<file path="src/rtl/ct_ifu_rst_inv_seq_if.sv">
// ---------------------------------------------------------------------------
// ct_ifu_rst_inv_seq_if
// Bundles the reset-invalidate sequencer's request, per-array enables, the
// three invalidate write handshakes, the completion level and the debug
// state view.
//   master : the sequencer (drives vld/idx/done/debug, samples req/en/rdy)
//   slave  : the vector unit / arrays side (drives req/en/rdy)
// ---------------------------------------------------------------------------
interface ct_ifu_rst_inv_seq_if #(
  parameter int ICACHE_IDX_W = 8,
  parameter int BHT_IDX_W    = 10,
  parameter int BTB_IDX_W    = 6
);
  logic                    ifu_cp0_rst_inv_req;
  logic                    cp0_inv_icache_en;
  logic                    cp0_inv_bht_en;
  logic                    cp0_inv_btb_en;

  logic                    seq_icache_inv_vld;
  logic [ICACHE_IDX_W-1:0] seq_icache_inv_idx;
  logic                    icache_seq_inv_rdy;

  logic                    seq_bht_inv_vld;
  logic [BHT_IDX_W-1:0]    seq_bht_inv_idx;
  logic                    bht_seq_inv_rdy;

  logic                    seq_btb_inv_vld;
  logic [BTB_IDX_W-1:0]    seq_btb_inv_idx;
  logic                    btb_seq_inv_rdy;

  logic                    cp0_ifu_rst_inv_done;
  logic [4:0]              seq_debug_cur_st;

  modport master (
    input  ifu_cp0_rst_inv_req, cp0_inv_icache_en, cp0_inv_bht_en, cp0_inv_btb_en,
    input  icache_seq_inv_rdy, bht_seq_inv_rdy, btb_seq_inv_rdy,
    output seq_icache_inv_vld, seq_icache_inv_idx,
    output seq_bht_inv_vld, seq_bht_inv_idx,
    output seq_btb_inv_vld, seq_btb_inv_idx,
    output cp0_ifu_rst_inv_done, seq_debug_cur_st
  );

  modport slave (
    output ifu_cp0_rst_inv_req, cp0_inv_icache_en, cp0_inv_bht_en, cp0_inv_btb_en,
    output icache_seq_inv_rdy, bht_seq_inv_rdy, btb_seq_inv_rdy,
    input  seq_icache_inv_vld, seq_icache_inv_idx,
    input  seq_bht_inv_vld, seq_bht_inv_idx,
    input  seq_btb_inv_vld, seq_btb_inv_idx,
    input  cp0_ifu_rst_inv_done, seq_debug_cur_st
  );
endinterface

</file>
<file path="src/rtl/ct_ifu_rst_inv_seq.sv">
// ---------------------------------------------------------------------------
// ct_ifu_rst_inv_seq
// Reset-invalidate sequencer ahead of the IFU vector state machine. A one
// cycle request walks every index of the enabled arrays (I-cache tag, BHT,
// L0 BTB, in that order), one invalidate write per index under valid/ready,
// then raises a completion level that holds until the next request.
// Ports:
//   vec_sm_clk : clock
//   cpurst_b   : asynchronous active-low reset
//   bus        : ct_ifu_rst_inv_seq_if.master (request, enables, three
//                invalidate handshakes, done level, one-hot debug state)
// All outputs decode registered state only; rdy/req never reach vld/done
// combinationally.
// ---------------------------------------------------------------------------
module ct_ifu_rst_inv_seq #(
  parameter int ICACHE_IDX_W = 8,
  parameter int BHT_IDX_W    = 10,
  parameter int BTB_IDX_W    = 6
) (
  input  logic                        vec_sm_clk,
  input  logic                        cpurst_b,
  ct_ifu_rst_inv_seq_if.master        bus
);

  typedef enum logic [4:0] {
    IDLE   = 5'b00001,
    ICACHE = 5'b00010,
    BHT    = 5'b00100,
    BTB    = 5'b01000,
    DONE   = 5'b10000
  } state_e;

  typedef struct packed {
    logic btb;
    logic bht;
    logic icache;
  } inv_en_t;

  // The counter is shared by all phases and sized for the widest array (BHT).
  localparam int            CNT_W   = BHT_IDX_W;
  localparam logic [CNT_W-1:0] CNT_ONE = CNT_W'(1);

  state_e             cur_st, nxt_st;
  logic [CNT_W-1:0]   cnt_q, cnt_nxt;
  inv_en_t            en_q, en_nxt;
  inv_en_t            en_req;

  assign en_req = '{btb: bus.cp0_inv_btb_en, bht: bus.cp0_inv_bht_en,
                    icache: bus.cp0_inv_icache_en};

  // Phase-terminal index: the last index of each array. Upper counter bits
  // stay zero in narrower phases because the counter is cleared on exit.
  logic icache_last, bht_last, btb_last;
  assign icache_last = (cnt_q[ICACHE_IDX_W-1:0] == {ICACHE_IDX_W{1'b1}});
  assign bht_last    = (cnt_q[BHT_IDX_W-1:0]    == {BHT_IDX_W{1'b1}});
  assign btb_last    = (cnt_q[BTB_IDX_W-1:0]    == {BTB_IDX_W{1'b1}});

  // -------------------------------------------------------------------------
  // State register (plus the counter and latched enables it owns)
  // -------------------------------------------------------------------------
  // NOTE: sequential state uses non-blocking assignments so every flop
  // samples the pre-edge values regardless of process evaluation order.
  always_ff @(posedge vec_sm_clk or negedge cpurst_b) begin
    if (!cpurst_b) begin
      cur_st <= IDLE;
      cnt_q  <= '0;
      en_q   <= '0;
    end else begin
      cur_st <= nxt_st;
      cnt_q  <= cnt_nxt;
      en_q   <= en_nxt;
    end
  end

  // -------------------------------------------------------------------------
  // Next-state logic
  // -------------------------------------------------------------------------
  // NOTE: every signal written here is defaulted first, so no path through
  // the case statement can leave a value unassigned and infer a latch.
  always_comb begin
    nxt_st  = cur_st;
    cnt_nxt = cnt_q;
    en_nxt  = en_q;
    case (cur_st)
      IDLE, DONE: begin
        if (bus.ifu_cp0_rst_inv_req) begin
          en_nxt  = en_req;
          cnt_nxt = '0;
          if (en_req.icache)   nxt_st = ICACHE;
          else if (en_req.bht) nxt_st = BHT;
          else if (en_req.btb) nxt_st = BTB;
          else                 nxt_st = DONE;
        end
      end
      // vld is constant 1 inside a phase, so the handshake is just rdy.
      ICACHE: begin
        if (bus.icache_seq_inv_rdy) begin
          if (icache_last) begin
            cnt_nxt = '0;
            if (en_q.bht)      nxt_st = BHT;
            else if (en_q.btb) nxt_st = BTB;
            else               nxt_st = DONE;
          end else begin
            cnt_nxt = cnt_q + CNT_ONE;
          end
        end
      end
      BHT: begin
        if (bus.bht_seq_inv_rdy) begin
          if (bht_last) begin
            cnt_nxt = '0;
            nxt_st  = en_q.btb ? BTB : DONE;
          end else begin
            cnt_nxt = cnt_q + CNT_ONE;
          end
        end
      end
      BTB: begin
        if (bus.btb_seq_inv_rdy) begin
          if (btb_last) begin
            cnt_nxt = '0;
            nxt_st  = DONE;
          end else begin
            cnt_nxt = cnt_q + CNT_ONE;
          end
        end
      end
      default: begin
        nxt_st  = IDLE;
        cnt_nxt = '0;
        en_nxt  = '0;
      end
    endcase
  end

  // -------------------------------------------------------------------------
  // Output decode (registered state only)
  // -------------------------------------------------------------------------
  always_comb begin
    bus.seq_icache_inv_vld   = (cur_st == ICACHE);
    bus.seq_bht_inv_vld      = (cur_st == BHT);
    bus.seq_btb_inv_vld      = (cur_st == BTB);
    bus.cp0_ifu_rst_inv_done = (cur_st == DONE);
    bus.seq_debug_cur_st     = cur_st;
    // Idle arrays see index 0 rather than another phase's counter bits.
    bus.seq_icache_inv_idx   = '0;
    bus.seq_bht_inv_idx      = '0;
    bus.seq_btb_inv_idx      = '0;
    if (cur_st == ICACHE) bus.seq_icache_inv_idx = cnt_q[ICACHE_IDX_W-1:0];
    if (cur_st == BHT)    bus.seq_bht_inv_idx    = cnt_q[BHT_IDX_W-1:0];
    if (cur_st == BTB)    bus.seq_btb_inv_idx    = cnt_q[BTB_IDX_W-1:0];
  end

endmodule

</file>
<file path="src/flat_wrapper.sv">
// flat-port wrapper written by rule: the top's interface ports become plain ports
module ct_ifu_rst_inv_seq_flat 
#(
  parameter int ICACHE_IDX_W = 8,
  parameter int BHT_IDX_W    = 10,
  parameter int BTB_IDX_W    = 6
)
  (vec_sm_clk, cpurst_b, bus_ifu_cp0_rst_inv_req, bus_cp0_inv_icache_en, bus_cp0_inv_bht_en, bus_cp0_inv_btb_en, bus_icache_seq_inv_rdy, bus_bht_seq_inv_rdy, bus_btb_seq_inv_rdy, bus_seq_icache_inv_vld, bus_seq_icache_inv_idx, bus_seq_bht_inv_vld, bus_seq_bht_inv_idx, bus_seq_btb_inv_vld, bus_seq_btb_inv_idx, bus_cp0_ifu_rst_inv_done, bus_seq_debug_cur_st);
  ct_ifu_rst_inv_seq_if #(.ICACHE_IDX_W(ICACHE_IDX_W), .BHT_IDX_W(BHT_IDX_W), .BTB_IDX_W(BTB_IDX_W)) bus_i ();
  input  logic vec_sm_clk;
  input  logic cpurst_b;
  input wire logic [$bits(bus_i.ifu_cp0_rst_inv_req)-1:0] bus_ifu_cp0_rst_inv_req;
  input wire logic [$bits(bus_i.cp0_inv_icache_en)-1:0] bus_cp0_inv_icache_en;
  input wire logic [$bits(bus_i.cp0_inv_bht_en)-1:0] bus_cp0_inv_bht_en;
  input wire logic [$bits(bus_i.cp0_inv_btb_en)-1:0] bus_cp0_inv_btb_en;
  input wire logic [$bits(bus_i.icache_seq_inv_rdy)-1:0] bus_icache_seq_inv_rdy;
  input wire logic [$bits(bus_i.bht_seq_inv_rdy)-1:0] bus_bht_seq_inv_rdy;
  input wire logic [$bits(bus_i.btb_seq_inv_rdy)-1:0] bus_btb_seq_inv_rdy;
  output wire logic [$bits(bus_i.seq_icache_inv_vld)-1:0] bus_seq_icache_inv_vld;
  output wire logic [$bits(bus_i.seq_icache_inv_idx)-1:0] bus_seq_icache_inv_idx;
  output wire logic [$bits(bus_i.seq_bht_inv_vld)-1:0] bus_seq_bht_inv_vld;
  output wire logic [$bits(bus_i.seq_bht_inv_idx)-1:0] bus_seq_bht_inv_idx;
  output wire logic [$bits(bus_i.seq_btb_inv_vld)-1:0] bus_seq_btb_inv_vld;
  output wire logic [$bits(bus_i.seq_btb_inv_idx)-1:0] bus_seq_btb_inv_idx;
  output wire logic [$bits(bus_i.cp0_ifu_rst_inv_done)-1:0] bus_cp0_ifu_rst_inv_done;
  output wire logic [$bits(bus_i.seq_debug_cur_st)-1:0] bus_seq_debug_cur_st;
  assign bus_i.ifu_cp0_rst_inv_req = bus_ifu_cp0_rst_inv_req;
  assign bus_i.cp0_inv_icache_en = bus_cp0_inv_icache_en;
  assign bus_i.cp0_inv_bht_en = bus_cp0_inv_bht_en;
  assign bus_i.cp0_inv_btb_en = bus_cp0_inv_btb_en;
  assign bus_i.icache_seq_inv_rdy = bus_icache_seq_inv_rdy;
  assign bus_i.bht_seq_inv_rdy = bus_bht_seq_inv_rdy;
  assign bus_i.btb_seq_inv_rdy = bus_btb_seq_inv_rdy;
  assign bus_seq_icache_inv_vld = bus_i.seq_icache_inv_vld;
  assign bus_seq_icache_inv_idx = bus_i.seq_icache_inv_idx;
  assign bus_seq_bht_inv_vld = bus_i.seq_bht_inv_vld;
  assign bus_seq_bht_inv_idx = bus_i.seq_bht_inv_idx;
  assign bus_seq_btb_inv_vld = bus_i.seq_btb_inv_vld;
  assign bus_seq_btb_inv_idx = bus_i.seq_btb_inv_idx;
  assign bus_cp0_ifu_rst_inv_done = bus_i.cp0_ifu_rst_inv_done;
  assign bus_seq_debug_cur_st = bus_i.seq_debug_cur_st;
  ct_ifu_rst_inv_seq #(.ICACHE_IDX_W(ICACHE_IDX_W), .BHT_IDX_W(BHT_IDX_W), .BTB_IDX_W(BTB_IDX_W)) u_core (.vec_sm_clk(vec_sm_clk), .cpurst_b(cpurst_b), .bus(bus_i));
endmodule
</file>
<file path="config.mk">
export PLATFORM = sky130hd
export DESIGN_NAME = ct_ifu_rst_inv_seq_flat
export DESIGN_NICKNAME = d
export VERILOG_FILES = /design/src/rtl/ct_ifu_rst_inv_seq_if.sv /design/src/rtl/ct_ifu_rst_inv_seq.sv /design/src/flat_wrapper.sv
export SDC_FILE = /design/constraint.sdc
export NUM_CORES = 1
export LEC_CHECK = 0
export ABC_AREA = 1
export BUFFER_PORTS_ARGS = -buffer_cell sky130_fd_sc_hd__buf_2
export CAP_MARGIN = 10
export CORE_ASPECT_RATIO = 0.9
export CORE_UTILIZATION = 50
export CTS_CLUSTER_SIZE = 40
export DETAILED_ROUTE_END_ITERATION = 8
export PLACE_DENSITY = 0.77
export SETUP_SLACK_MARGIN = 0.1
export SYNTH_ARGS = -nofsm -noshare
export SYNTH_HDL_FRONTEND = slang
export SYNTH_SLANG_ARGS = --single-unit
</file>
<file path="constraint.sdc">
create_clock -name vec_sm_clk -period 2.4 [get_ports vec_sm_clk]
set_input_delay 0 -clock vec_sm_clk [delete_from_list [all_inputs] [get_ports vec_sm_clk]]
set_output_delay 0 -clock vec_sm_clk [all_outputs]
set_load 0.005 [all_outputs]
</file>
# [Word-level counts from Yosys, hierarchy flattened]
# Index checks and enable logic that the tools add are counted.
# W data, S select, Z words.
[word_totals] reg_bits=17 latchBits=0 ram_bits=0 rom_bits=0 word_cells=52 n_memories=0
[classes] n_addsub=1 mul=0 n_div=0 n_lt_le_gt_ge=0 eq_ne=15 shift=0 muxes=26 bitwise=1 reduce_logical=5
[op_table] op="$mux W10" n=8
[op_table] op="$mux W5" n=12
[op_table] op="$pmux W10 S4" n=1
[op_table] op="$pmux W5 S4" n=1
[op_table] op="$add A10 B1 Y10 const B" n=1
[op_table] op="$eq A10 B10 Y1 const B" n=1
[op_table] op="$eq A8 B8 Y1 const B" n=1
[op_table] op="$mux W8" n=1
[op_table] op="$ne A2 B2 Y1 const B" n=4
[op_table] op="$reduce_and A7 Y1" n=1
[op_table] op="$eq A6 B6 Y1 const B" n=1
[op_table] op="$mux W6" n=1
[op_table] op="$ne A2 B1 Y1 const B" n=3
[op_table] op="$pmux W3 S2" n=1
[op_table] op="$eq A5 B1 Y1 const B" n=1
[op_table] op="$eq A5 B2 Y1 const B" n=1
[op_table] op="$eq A5 B3 Y1 const B" n=1
[op_table] op="$eq A5 B4 Y1 const B" n=1
[op_table] op="$eq A5 B5 Y1 const B" n=1
[op_table] op="$reduce_and A4 Y1" n=1
[op_table] op="$mux W3" n=1
[op_table] op="$reduce_or A3 Y1" n=1
[op_table] op="$reduce_and A2 Y1" n=1
[op_table] op="$reduce_or A2 Y1" n=1
[op_table] op="$not A1 Y1" n=1

# [Logic depth before layout (Yosys ltp)]
# Gate-level depths: netlist of run 1.
[depth] word_depth=5 ltp_mapped=11 ltp_nobuf=10

# [Least setup slack after synthesis of run 1]
# Ideal clock, no wire load.
[synth_timing] path_type="reg2reg" start="reg u_core.cnt_q[0]" end="reg u_core.cnt_q[1]" setup_ns=0.116 t_arrival_ns=1.459 required_ns=2.284 slack_ns=0.825 path_stages_with_launch=10 period_less_slack_ns=1.575 cell_sequence="dfrtp_1 > ha_1 > nand2_2 > nor2_4 > nand2_2 > nand2_2 > nand2_4 > nor2_8 > nand3b_4 > nand2_2"
[synth_via] elab_chain_cells=4 word_cells_on_any_way=11 cone_classes="add/sub (1); eq/ne (3); mux (7)"
[synth_lines] item="start: declaration" line="ct_ifu_rst_inv_seq.sv:44" rtl="logic [CNT_W-1:0] cnt_q, cnt_nxt;"
[synth_lines] item="start signal: assignment" line="ct_ifu_rst_inv_seq.sv:70" rtl="cnt_q <= cnt_nxt;"
[synth_lines] item="$add A10 B1 Y10, or another cell as far along" line="ct_ifu_rst_inv_seq.sv:104, ct_ifu_rst_inv_seq.sv:114, ct_ifu_rst_inv_seq.sv:124"
[synth_lines] item="$mux W10 (on tied branches)" line="ct_ifu_rst_inv_seq.sv:120, ct_ifu_rst_inv_seq.sv:98, ct_ifu_rst_inv_seq.sv:110"
[synth_lines] item="$mux W10 (on tied branches)" line="ct_ifu_rst_inv_seq.sv:119, ct_ifu_rst_inv_seq.sv:97, ct_ifu_rst_inv_seq.sv:109"
[synth_lines] item="$pmux W10 S4 (*)" line="ct_ifu_rst_inv_seq.sv:84" rtl="case (cur_st)"
# Mark *: on every way between the ends. The rest lies on a longest branch, timed or not. The select of a mux whose other input is x is not followed.
# A chain may end at the register's enable or synchronous reset.

# [Final worst setup path of run 1]
[layout_timing] start="reg u_core.cnt_q[0]" end="reg u_core.cur_st[3], in the netlist u_core.bus.seq_debug_cur_st[3]"
[layout_via] elab_chain_cells=3 word_cells_on_any_way=7 cone_classes="eq/ne (6); reduce/logical (1)"
[layout_lines] item="$eq A10 B10 Y1, or another cell as far along" line="ct_ifu_rst_inv_seq.sv:55" rtl="assign bht_last = (cnt_q[BHT_IDX_W-1:0] == {BHT_IDX_W{1'b1}});"
[layout_lines] item="$ne A2 B1 Y1 (no line)"
[layout_lines] item="$reduce_and A7 Y1 (no line) (*)"
[layout_lines] item="end signal: assignment" line="ct_ifu_rst_inv_seq.sv:69" rtl="cur_st <= nxt_st;"
[layout_lines] item="end: declaration" line="ct_ifu_rst_inv_seq.sv:43" rtl="state_e cur_st, nxt_st;"
# Mark *: on every way between the ends. The rest lies on a longest branch, timed or not.

==> results of run 1 <==
==> Yosys cell counts (2+ instances only) <==
cell      number  area, sq um
xor2_1         2         17.5
clkbuf_1       2         7.51
inv_1         19         71.3
nand4_1       11         68.8
nand2_4        3         33.8
nand2_2        6         37.5
nor2_2         3         18.8
dfrtp_1       16          400
buf_6          3         33.8
or2_1          2         12.5
nor3_2         2         20.0
nand3_2        5         50.1
nor2_4         3         33.8
o21ai_0        6         30.0
inv_2          3         11.3
nor2_1        32          120
nand3_1       21          105
nand2_1       49          184
o21ai_2        8         70.1
ha_1           2         25.0
a31oi_1        2         12.5
==> cell families (layout without fill, tap and decap cells) <==
group	Yosys count	count (layout)	share of synthesized area, %
compound gates	18	18	8.15
flops	17	17	28.4
buf+inv	30	77	9.65
xor+xnor	3	3	1.75
fa+ha+maj	2	2	1.66
simple gates	142	142	50.4
==> area by class of cell <==
| cell class | count | share of cell area (%) |
|---|---|---|
| Multi-Input combinational cell | 165 | 51.6 |
| Sequential cell | 17 | 23.6 |
| Timing Repair Buffer | 49 | 15.1 |
| Inverter | 24 | 5.34 |
| Tap cell | 40 | 2.77 |
| Clock buffer | 3 | 1.25 |
| Clock inverter | 1 | 0.277 |
==> stage by stage <==
stage	setup slack [ns]	hold WS (ns)	util, %
6_report	0.586	0.0352	64.7
5_1_grt	0.382	0.0266	64.7
4_1_cts	0.569	0.0122	64.7
3_5_place_dp	0.603	-0.0442	62.6
3_3_place_gp	0.649	-0.0470	62.6
2_1_floorplan	0.825	-0.296	-
==> registers in the layout (all words and copies together) (netlist names) <==
signal and cells:
u_core.bus.seq_debug_cur_st 5, u_core.cnt_q 10, u_core.en_q 2
==> layer usage <==
metal  up-vias  GRT usage (%)
li1        788              -
met3         7           6.01
met5         -              0
met1       704           35.6
met4         0           6.98
met2        54           43.5
==> worst paths after layout <==
path | from | endpoint | slack (ns) | cells after the start
setup / recovery | u_core.cnt_q[0] | u_core.bus.seq_debug_cur_st[3] | 0.59 | 10
hold / removal | bus_cp0_inv_icache_en | u_core.bus.seq_debug_cur_st[1] | 0.04 | 4
setup reg to reg | u_core.cnt_q[0] | u_core.bus.seq_debug_cur_st[3] | 0.59 | 10
hold reg to reg | u_core.bus.seq_debug_cur_st[0] | u_core.bus.seq_debug_cur_st[0] | 0.52 | 2
max in group asynchronous | cpurst_b | u_core.bus.seq_debug_cur_st[0] | 1.92 | 2
min in group asynchronous | cpurst_b | u_core.cnt_q[2] | 0.15 | 2
==> worst min-delay path, delay by kind of cell <==
kind                   cells  cell delay (ns)
buffers and inverters      1             0.12
and+or+nand+nor            3             0.19
==> timing repair <==
| item | CTS | global route |
|---|---|---|
| endpoints found under the hold margin | 19 | 0 |
| hold buffers | 3 | 0 |
| gates resized for setup | 0 | 0 |
==> power by group <==
part	internal, uW	switching (uW)
Sequential	343	74.4
Combinational	219	425
Clock	62.2	101
==> impl_metrics.env, run 1 <==
export IMPL_antenna_left=0
export IMPL_final_layout_size_suffix_gt1_share_pct=34.4
export IMPL_irDropWorstVdd_mv=0.418
export IMPL_synth_flop_cell="dfrtp_1"
export IMPL_ys_seq_area_share_pct=28.4
export IMPL_post_cts_buffers=0
export IMPL_syn_avg_cell_area_sq_um=7.09
export IMPL_worst_slew_pin_transition_ns=0.418
export IMPL_path_delay_family="simple AND/OR/NAND/NOR gates"
export IMPL_place_congestion=0.875
export IMPL_root_buffer="clkbuf_4"
export IMPL_clock_path_buffers=2
export IMPL_finalCriticalPeriod_ns=1.81
export IMPL_cp_data_required_time_ns=2.60
export IMPL_drc=0
export IMPL_grt_max_degree=18
export IMPL_layout_common_cells="49 x nand2_1, 41 x buf_2, 32 x nor2_1"
export IMPL_crit_path_start_kind="register"
export IMPL_antenna_found_initial=0
export IMPL_dieArea_sq_um=3230
export IMPL_die_w_um=59.8
export IMPL_viasPerCell=5.19
export IMPL_seqCellArea_sq_um=427
export IMPL_slew_viol_final=0
export IMPL_slowest_stage="dfrtp_1"
export IMPL_synthCells=212
export IMPL_wl_met2_mm=1.73
export IMPL_netlist_area_sq_um=1500
export IMPL_ioPinCount=42
export IMPL_cp_max_fo=8
export IMPL_start_util_pct=53.9
export IMPL_period_share_pct=75.6
export IMPL_drt_iter0_drc=65
export IMPL_rsz0062_at_grt="no"
export IMPL_hold_class="input pin to register"
export IMPL_clock_skew_ns=0.00151
export IMPL_p_leak_uw=0.000925
export IMPL_dpl_cell_area_sq_um=1750
export IMPL_cp_num_buf_inv=0
export IMPL_power_density_nw_per_um2=678
export IMPL_nFillCells=291
export IMPL_synth_edf_count=0
export IMPL_path_class="register to register"
export IMPL_fin_area_sq_um=1810
export IMPL_synth_async_reset_ratio_pct=100
export IMPL_path_cells="ha_1, nand2_2, nor2_4, nand2_2, nand2_2, nand2_4, nor2_8, nand2_4, nand2_1, nand2_1"
export IMPL_totalWireLength_mm=3.73
export IMPL_area_growth_synth_to_final_pct=20.0
export IMPL_cts_tree="built"
export IMPL_via_count=1553
export IMPL_synth_nets=223
export IMPL_fin_cells=299
export IMPL_numCtsBuffers=3
export IMPL_die_y_um=54.0
export IMPL_grt_total_usage_pct=26.7
export IMPL_multiInputGateArea_sq_um=932
export IMPL_end_kind="register"
export IMPL_hpwl_mm=2.70
export IMPL_yosys_warnings=0
export IMPL_io_buffers=41
export IMPL_drt_pass1_iterations=4
export IMPL_max_slew_margin_pct=72.2
export IMPL_final_nets=271
export IMPL_path_common_cell="nand2_2"
export IMPL_wl_met3_um=248
export IMPL_slowest_delay_ns=0.49
export IMPL_cap_violations=0
export IMPL_clk_pin_slew_ns=0.11
export IMPL_post_drt_wl_per_cell_um=12.5
export IMPL_place_detailed_instances=292
export IMPL_core_sq_um=2790
export IMPL_fmax_mhz=551
export IMPL_ctsHtreeMaxLevel=1
export IMPL_clk_insertion_delay_late_ns=0.30
export IMPL_fin_tns_setup_ns=0
export IMPL_final_common_cell="nand2_1"
export IMPL_rows=18
export IMPL_grt_pass1_wl_mm=6.30
export IMPL_gr_total_overflow=0
export IMPL_cts_sinks=17
export IMPL_ys_types=33
export IMPL_hold_viol=0
export IMPL_n_antenna_cell=0
export IMPL_grt_pass1_vias=1380
export IMPL_outcome="finished clean"
export IMPL_wl_met1_mm=1.71
export IMPL_power_uw=1220
export IMPL_setup_viol=0
export IMPL_synth_seq_cells=17
export IMPL_highest_layer="met4"
export IMPL_critical_path_arrival_ns=2.01
Power figures use the tool's default switching activity.
==> run 2, diff against run 1 <==
==> constraint.sdc (replaced) <==
create_clock -name vec_sm_clk -period 1.7 [get_ports vec_sm_clk]
set_input_delay 0 -clock vec_sm_clk [delete_from_list [all_inputs] [get_ports vec_sm_clk]]
set_output_delay 0 -clock vec_sm_clk [all_outputs]
set_load 0.005 [all_outputs]
==> run 2 against run 1 <==
Effect of this change:
- count of clock-buffer cells in the layout stayed put
- critical endpoint is now u_core.bus.seq_debug_cur_st[2]
- via count grew 15%
- first-iteration DRC count is 32% higher
- power is 96% higher
- die area stayed put
- non-clock buffer count grew 26
- global-route usage up 2.1 points
- cell count up 9.0%
- clock skew up 0.0047 ns
- utilization is 14 points higher
- sequential cell count unchanged
- final area is 21% higher
- highest routed layer unchanged
==> impl_metrics.env, run 2 (same netlist as run 1, synthesis figures left out) <==
export IMPL_critical_path_arrival_ns=1.86
export IMPL_via_count=1781
export IMPL_grt_util_met3_pct=5.53
export IMPL_end_kind="register"
export IMPL_start_util_pct=53.9
export IMPL_hold_viol=0
export IMPL_worst_slew_pin_transition_ns=0.418
export IMPL_r2r_cells=9
export IMPL_drt_iter0_drc=86
export IMPL_place_detailed_instances=302
export IMPL_min_from="bus_cp0_inv_icache_en"
export IMPL_period_share_pct=97.7
export IMPL_clockPowerShare_pct=9.6
export IMPL_root_buffer="clkbuf_4"
export IMPL_switching_power_uw=1130
export IMPL_fin_cells=326
export IMPL_rows=18
export IMPL_slew_viol_final=0
export IMPL_rsz0062_at_grt="yes"
export IMPL_grt_busiest_layer="met2"
export IMPL_grt_total_usage_pct=28.8
export IMPL_outcome="finished clean"
export IMPL_cts_sinks=17
export IMPL_grt_pass1_wl_mm=6.77
export IMPL_fin_tns_setup_ns=0
export IMPL_dieArea_sq_um=3230
export IMPL_grtUsageMet2_pct=47.6
export IMPL_n_antenna_cell=0
export IMPL_power_frac_comb_pct=65.2
export IMPL_drc=0
export IMPL_grt_max_degree=18
export IMPL_numCtsBuffers=3
export IMPL_p_int_uw=1260
export IMPL_hpwl_mm=2.85
export IMPL_p_leak_uw=0.00114
export IMPL_die_y_um=54.0
export IMPL_io_buffers=41
export IMPL_startpoint="u_core.bus.seq_debug_cur_st[2]"
export IMPL_power_density_nw_per_um2=1100
export IMPL_globalRouteMet1Util_pct=38.3
export IMPL_fin_area_sq_um=2180
export IMPL_crit_path_start_kind="register"
export IMPL_totalWireLength_mm=4.91
export IMPL_max_slew_margin_pct=72.1
export IMPL_area_growth_synth_to_final_pct=45.2
export IMPL_gr_total_overflow=0
export IMPL_setup_viol=0
export IMPL_slowest_stage="dfrtp_2"
export IMPL_viasPerCell=5.46
export IMPL_cap_violations=0
export IMPL_path_class="register to register"
export IMPL_largest_register="u_core.cnt_q"
export IMPL_path_cells="inv_1, nor2_2, nand3_2, or2_1, nand3_4, nor2_4, buf_6, nand3_1, nand2_1"
export IMPL_hold_class="input pin to register"
export IMPL_holdPathStages=4
export IMPL_largest_reg_flops=10
export IMPL_finalCriticalPeriod_ns=1.66
export IMPL_post_route_util_pct=78.2
export IMPL_final_nets=298
export IMPL_irDropWorstVdd_mv=0.983
export IMPL_nFillCells=215
export IMPL_cts_tree="built"
export IMPL_clock_skew_ns=0.00625
export IMPL_final_layout_size_suffix_gt1_share_pct=47.9
export IMPL_power_frac_seq_pct=25.2
export IMPL_ioPinCount=42
export IMPL_antenna_left=0
export IMPL_cp_max_fo=5
export IMPL_ctsHtreeMaxLevel=1
export IMPL_core_sq_um=2790
export IMPL_place_congestion=0.936
export IMPL_fmax_mhz=602
export IMPL_antenna_found_initial=0
export IMPL_drt_pass1_iterations=4
export IMPL_slowest_delay_ns=0.48
export IMPL_clk_pin_slew_ns=0.11
export IMPL_dpl_cell_area_sq_um=1820
export IMPL_grt_pass1_vias=1489
export IMPL_cp_data_required_time_ns=1.90
export IMPL_p_sw_share_pct=47.3
export IMPL_rr_startpoint="u_core.bus.seq_debug_cur_st[2]"
export IMPL_clk_insertion_delay_late_ns=0.30
export IMPL_final_common_cell="buf_2"
export IMPL_post_drt_wl_per_cell_um=15.1
export IMPL_clock_path_buffers=2
export IMPL_layout_common_cells="41 x buf_2, 38 x nand2_1, 29 x nor2_1"
export IMPL_die_w_um=59.8
## run 2: changes by cell type in the layout (fill, tap and decap cells not counted), sizes merged
cell,delta
buf,+26
nor2,+1
clkinv,-1
inv,+1
## run 2: worst paths after layout
check | to | slack [ns]
hold reg to reg | u_core.en_q[2] | 0.52
setup / recovery | u_core.bus.seq_debug_cur_st[2] | 0.04
hold / removal | u_core.bus.seq_debug_cur_st[1] | 0.06
min in group asynchronous | u_core.bus.seq_debug_cur_st[4] | 0.15
max in group asynchronous | u_core.bus.seq_debug_cur_st[0] | 1.22
setup reg to reg | u_core.bus.seq_debug_cur_st[2] | 0.04
## run 2: layout make-up
type	count	area (sq um)	share of cell area, %
timing repair buffer	75	515	23.6
inverter	24	100	4.58
clock inverter	1	5.00	0.229
sequential	17	432	19.8
clock buffer	3	22.5	1.03
multi-input combinational	166	1060	48.5
tap	40	50.0	2.29
## run 2: routing by layer
metal	part of all wire (%)	up-vias
met5	0	-
met2	49	74
li1	-	843
met3	5.1	20
met1	43	844
met4	2.8	0
## run 2: stage by stage
stage | total power, uW | hold slack (ns) | setup WS, ns
after floorplan | 1310 | -0.296 | 0.125
after global placement | 1610 | -0.0491 | -0.0978
after detailed placement | 1630 | -0.0506 | -0.131
after CTS | 2000 | 0.0609 | 0.104
after global routing | 2520 | 0.0771 | -0.0243
final | 2400 | 0.0583 | 0.0393
## run 2: worst max-delay path, delay by kind of cell (launching register included)
family / cells / cell delay (ns)
buffers and inverters: 2 / 0.24
AND/OR/NAND/NOR: 7 / 0.84
flip-flops: 1 / 0.48
## run 2: power by group through the flow
stage	clock, uW	combinational [uW]	sequential [uW]
6_report	231	1560	603
5_1_grt	247	1670	605
4_1_cts	227	1210	559
3_5_place_dp	0	1060	569
3_3_place_gp	0	1040	566
2_1_floorplan	0	737	574
## run 2: repair_timing
| item | in CTS | in global routing |
|---|---|---|
| pin swaps | 5 | 9 |
| gates cloned | 1 | 0 |
| resized for setup | 11 | 34 |
| endpoints found under the hold margin | 19 | 0 |
| endpoints found under the setup margin | 17 | 27 |
| hold buffers | 3 | 0 |
| buffers inserted | 9 | 7 |
==> run 3, diff against run 2 <==
--- a/config.mk
+++ b/config.mk
@@ -9,10 +9,10 @@
 export BUFFER_PORTS_ARGS = -buffer_cell sky130_fd_sc_hd__buf_2
 export CAP_MARGIN = 10
 export CORE_ASPECT_RATIO = 0.9
-export CORE_UTILIZATION = 50
+export CORE_UTILIZATION = 45
 export CTS_CLUSTER_SIZE = 40
 export DETAILED_ROUTE_END_ITERATION = 8
-export PLACE_DENSITY = 0.77
+export PLACE_DENSITY = 0.7
 export SETUP_SLACK_MARGIN = 0.1
 export SYNTH_ARGS = -nofsm -noshare
 export SYNTH_HDL_FRONTEND = slang
==> run 3 against run 2 <==
Effect of this change:
- final area is 6.5% lower
- hold slack worse by 0.012 ns
- sequential cell count stayed put
- clock skew is 0.0028 ns lower
- power is 16% lower
- die area is 11% higher
- count of clock-buffer cells in the layout is 1 higher
- register-to-register slack hardly changed
- sequential power is 4.5% lower
- non-clock buffer count is 10 lower
- critical endpoint is now u_core.bus.seq_debug_cur_st[4]
==> impl_metrics.env, run 3 (same netlist as run 1, synthesis figures left out) <==
export IMPL_outcome="finished clean"
export IMPL_cts_sinks=17
export IMPL_cts_tree="built"
export IMPL_post_route_util_pct=65.6
export IMPL_final_common_cell="nand2_1"
export IMPL_holdPathStages=3
export IMPL_slowest_delay_ns=0.40
export IMPL_grt_max_degree=18
export IMPL_period_share_pct=96.8
export IMPL_gr_total_overflow=0
export IMPL_post_drt_wl_per_cell_um=12.9
export IMPL_final_layout_size_suffix_gt1_share_pct=42.5
export IMPL_hold_viol=0
export IMPL_ctsHtreeMaxLevel=1
export IMPL_antenna_left=0
export IMPL_switching_power_uw=936
export IMPL_timing_rr_end="u_core.bus.seq_debug_cur_st[4]"
export IMPL_largest_reg_flops=10
export IMPL_viasPerCell=5.01
export IMPL_slew_viol_final=0
export IMPL_rrSetupSlack_ns=0.05
export IMPL_fmax_mhz=607
export IMPL_path_cells="ha_4, nand2_4, nor2_4, nand4_4, nand2_4, nand2_4, nor2_8, nand2_4, nand2_2, nand2_1"
export IMPL_layout_common_cells="46 x nand2_1, 41 x buf_2, 30 x nor2_1"
export IMPL_numCtsBuffers=3
export IMPL_largest_register="u_core.cnt_q"
export IMPL_cp_max_fo=6
export IMPL_clk_insertion_delay_late_ns=0.26
export IMPL_p_int_uw=1080
export IMPL_hold_class="input pin to register"
export IMPL_antenna_found_initial=0
export IMPL_area_growth_synth_to_final_pct=35.8
export IMPL_endpoint="u_core.bus.seq_debug_cur_st[4]"
export IMPL_hpwl_mm=2.90
export IMPL_crit_path_start_kind="register"
export IMPL_cap_violations=0
export IMPL_power_frac_seq_pct=28.6
export IMPL_core_sq_um=3110
export IMPL_rr_startpoint="u_core.cnt_q[0]"
export IMPL_rsz0062_at_grt="yes"
export IMPL_ioPinCount=42
export IMPL_power_frac_comb_pct=55.6
export IMPL_io_buffers=41
export IMPL_final_nets=287
export IMPL_place_congestion=0.894
export IMPL_worst_slew_pin_transition_ns=0.415
export IMPL_path_class="register to register"
export IMPL_totalWireLength_mm=4.10
export IMPL_p_sw_share_pct=46.4
export IMPL_p_leak_uw=0.00107
export IMPL_die_w_um=62.9
export IMPL_drt_pass1_iterations=4
export IMPL_power_density_nw_per_um2=988
export IMPL_setup_viol=0
export IMPL_clock_path_buffers=2
export IMPL_clock_skew_ns=0.00347
export IMPL_r2r_cells=10
export IMPL_startpoint="u_core.cnt_q[0]"
export IMPL_start_util_pct=48.3
export IMPL_grt_total_usage_pct=23.7
export IMPL_critical_path_arrival_ns=1.80
export IMPL_cp_data_required_time_ns=1.85
export IMPL_die_y_um=56.8
export IMPL_via_count=1588
export IMPL_max_slew_margin_pct=72.3
export IMPL_rows=19
export IMPL_clockPowerShare_pct=15.8
export IMPL_power_uw=2020
export IMPL_end_kind="register"
export IMPL_slowest_stage="dfrtp_1"
export IMPL_root_buffer="clkbuf_8"
export IMPL_irDropWorstVdd_mv=0.676
export IMPL_clk_pin_slew_ns=0.07
export IMPL_finalCriticalPeriod_ns=1.65
export IMPL_path_common_cell="nand2_4"
export IMPL_drt_iter0_drc=81
export IMPL_grt_pass1_vias=1379
export IMPL_drc=0
export IMPL_grt_pass1_wl_mm=6.51
export IMPL_n_antenna_cell=0
export IMPL_dieArea_sq_um=3580
[run 3: power by group through the flow]
stage / registers [uW] / logic (uW) / clock network, uW
2_1_floorplan: 574 / 737 / 0
3_3_place_gp: 564 / 1020 / 0
3_5_place_dp: 566 / 1030 / 0
4_1_cts: 559 / 1040 / 322
5_1_grt: 589 / 1240 / 335
6_report: 576 / 1120 / 319
[run 3: layer usage]
| metal | up-vias | GRT usage, % | wire, um |
|---|---|---|---|
| li1 | 824 | - | - |
| met1 | 719 | 33.7 | 2070 |
| met2 | 43 | 35.2 | 1820 |
| met3 | 2 | 3.86 | 170 |
| met4 | 0 | 9.97 | 41 |
| met5 | - | 0 | 0 |
[run 3: through the flow]
stage / instances / setup TNS (ns) / hold WS [ns] / instance area, sq um / setup WS [ns]
3_5_place_dp: 303 / 0 / -0.0416 / 1820 / 0.0498
3_3_place_gp: 303 / 0 / -0.0434 / 1820 / 0.0710
6_report: 317 / 0 / 0.0465 / 2040 / 0.0537
2_1_floorplan: 212 / 0 / -0.296 / 1500 / 0.125
5_1_grt: 317 / -0.0806 / 0.0679 / 2040 / -0.0354
4_1_cts: 311 / 0 / 0.0453 / 1910 / 0.0958
[run 3: layout make-up]
class                      instances  area (sq um)
fill                             288          1070
multi-input combinational        165          1020
sequential                        17           428
timing repair buffer              65           399
inverter                          24          96.3
tap                               42          52.6
clock buffer                       4          45.0
[run 3: how the worst min path moves through the flow]
stage / to / from
final: u_core.en_q[2] / bus_cp0_inv_btb_en
after CTS: u_core.en_q[2] / bus_cp0_inv_btb_en
after floorplan: u_core.bus.seq_debug_cur_st[1] / cpurst_b
after global placement: u_core.bus.seq_debug_cur_st[1] / cpurst_b
after global routing: u_core.en_q[2] / bus_cp0_inv_btb_en
after detailed placement: u_core.bus.seq_debug_cur_st[1] / cpurst_b
[run 3: worst max-delay path: cells and delay by family, from the launching register on]
family	cells	cell delay [ns]
flops	1	0.40
simple gates	9	0.97
fa+ha+maj	1	0.16
[run 3: what timing repair did]
| action | CTS | global route |
|---|---|---|
| endpoints found under the setup margin | 7 | 23 |
| setup buffers | 3 | 6 |
| hold buffers | 1 | 0 |
| cloned | 0 | 0 |
| pin swaps | 2 | 10 |
| gates resized for setup | 4 | 19 |
| hold endpoints to repair | 17 | 0 |
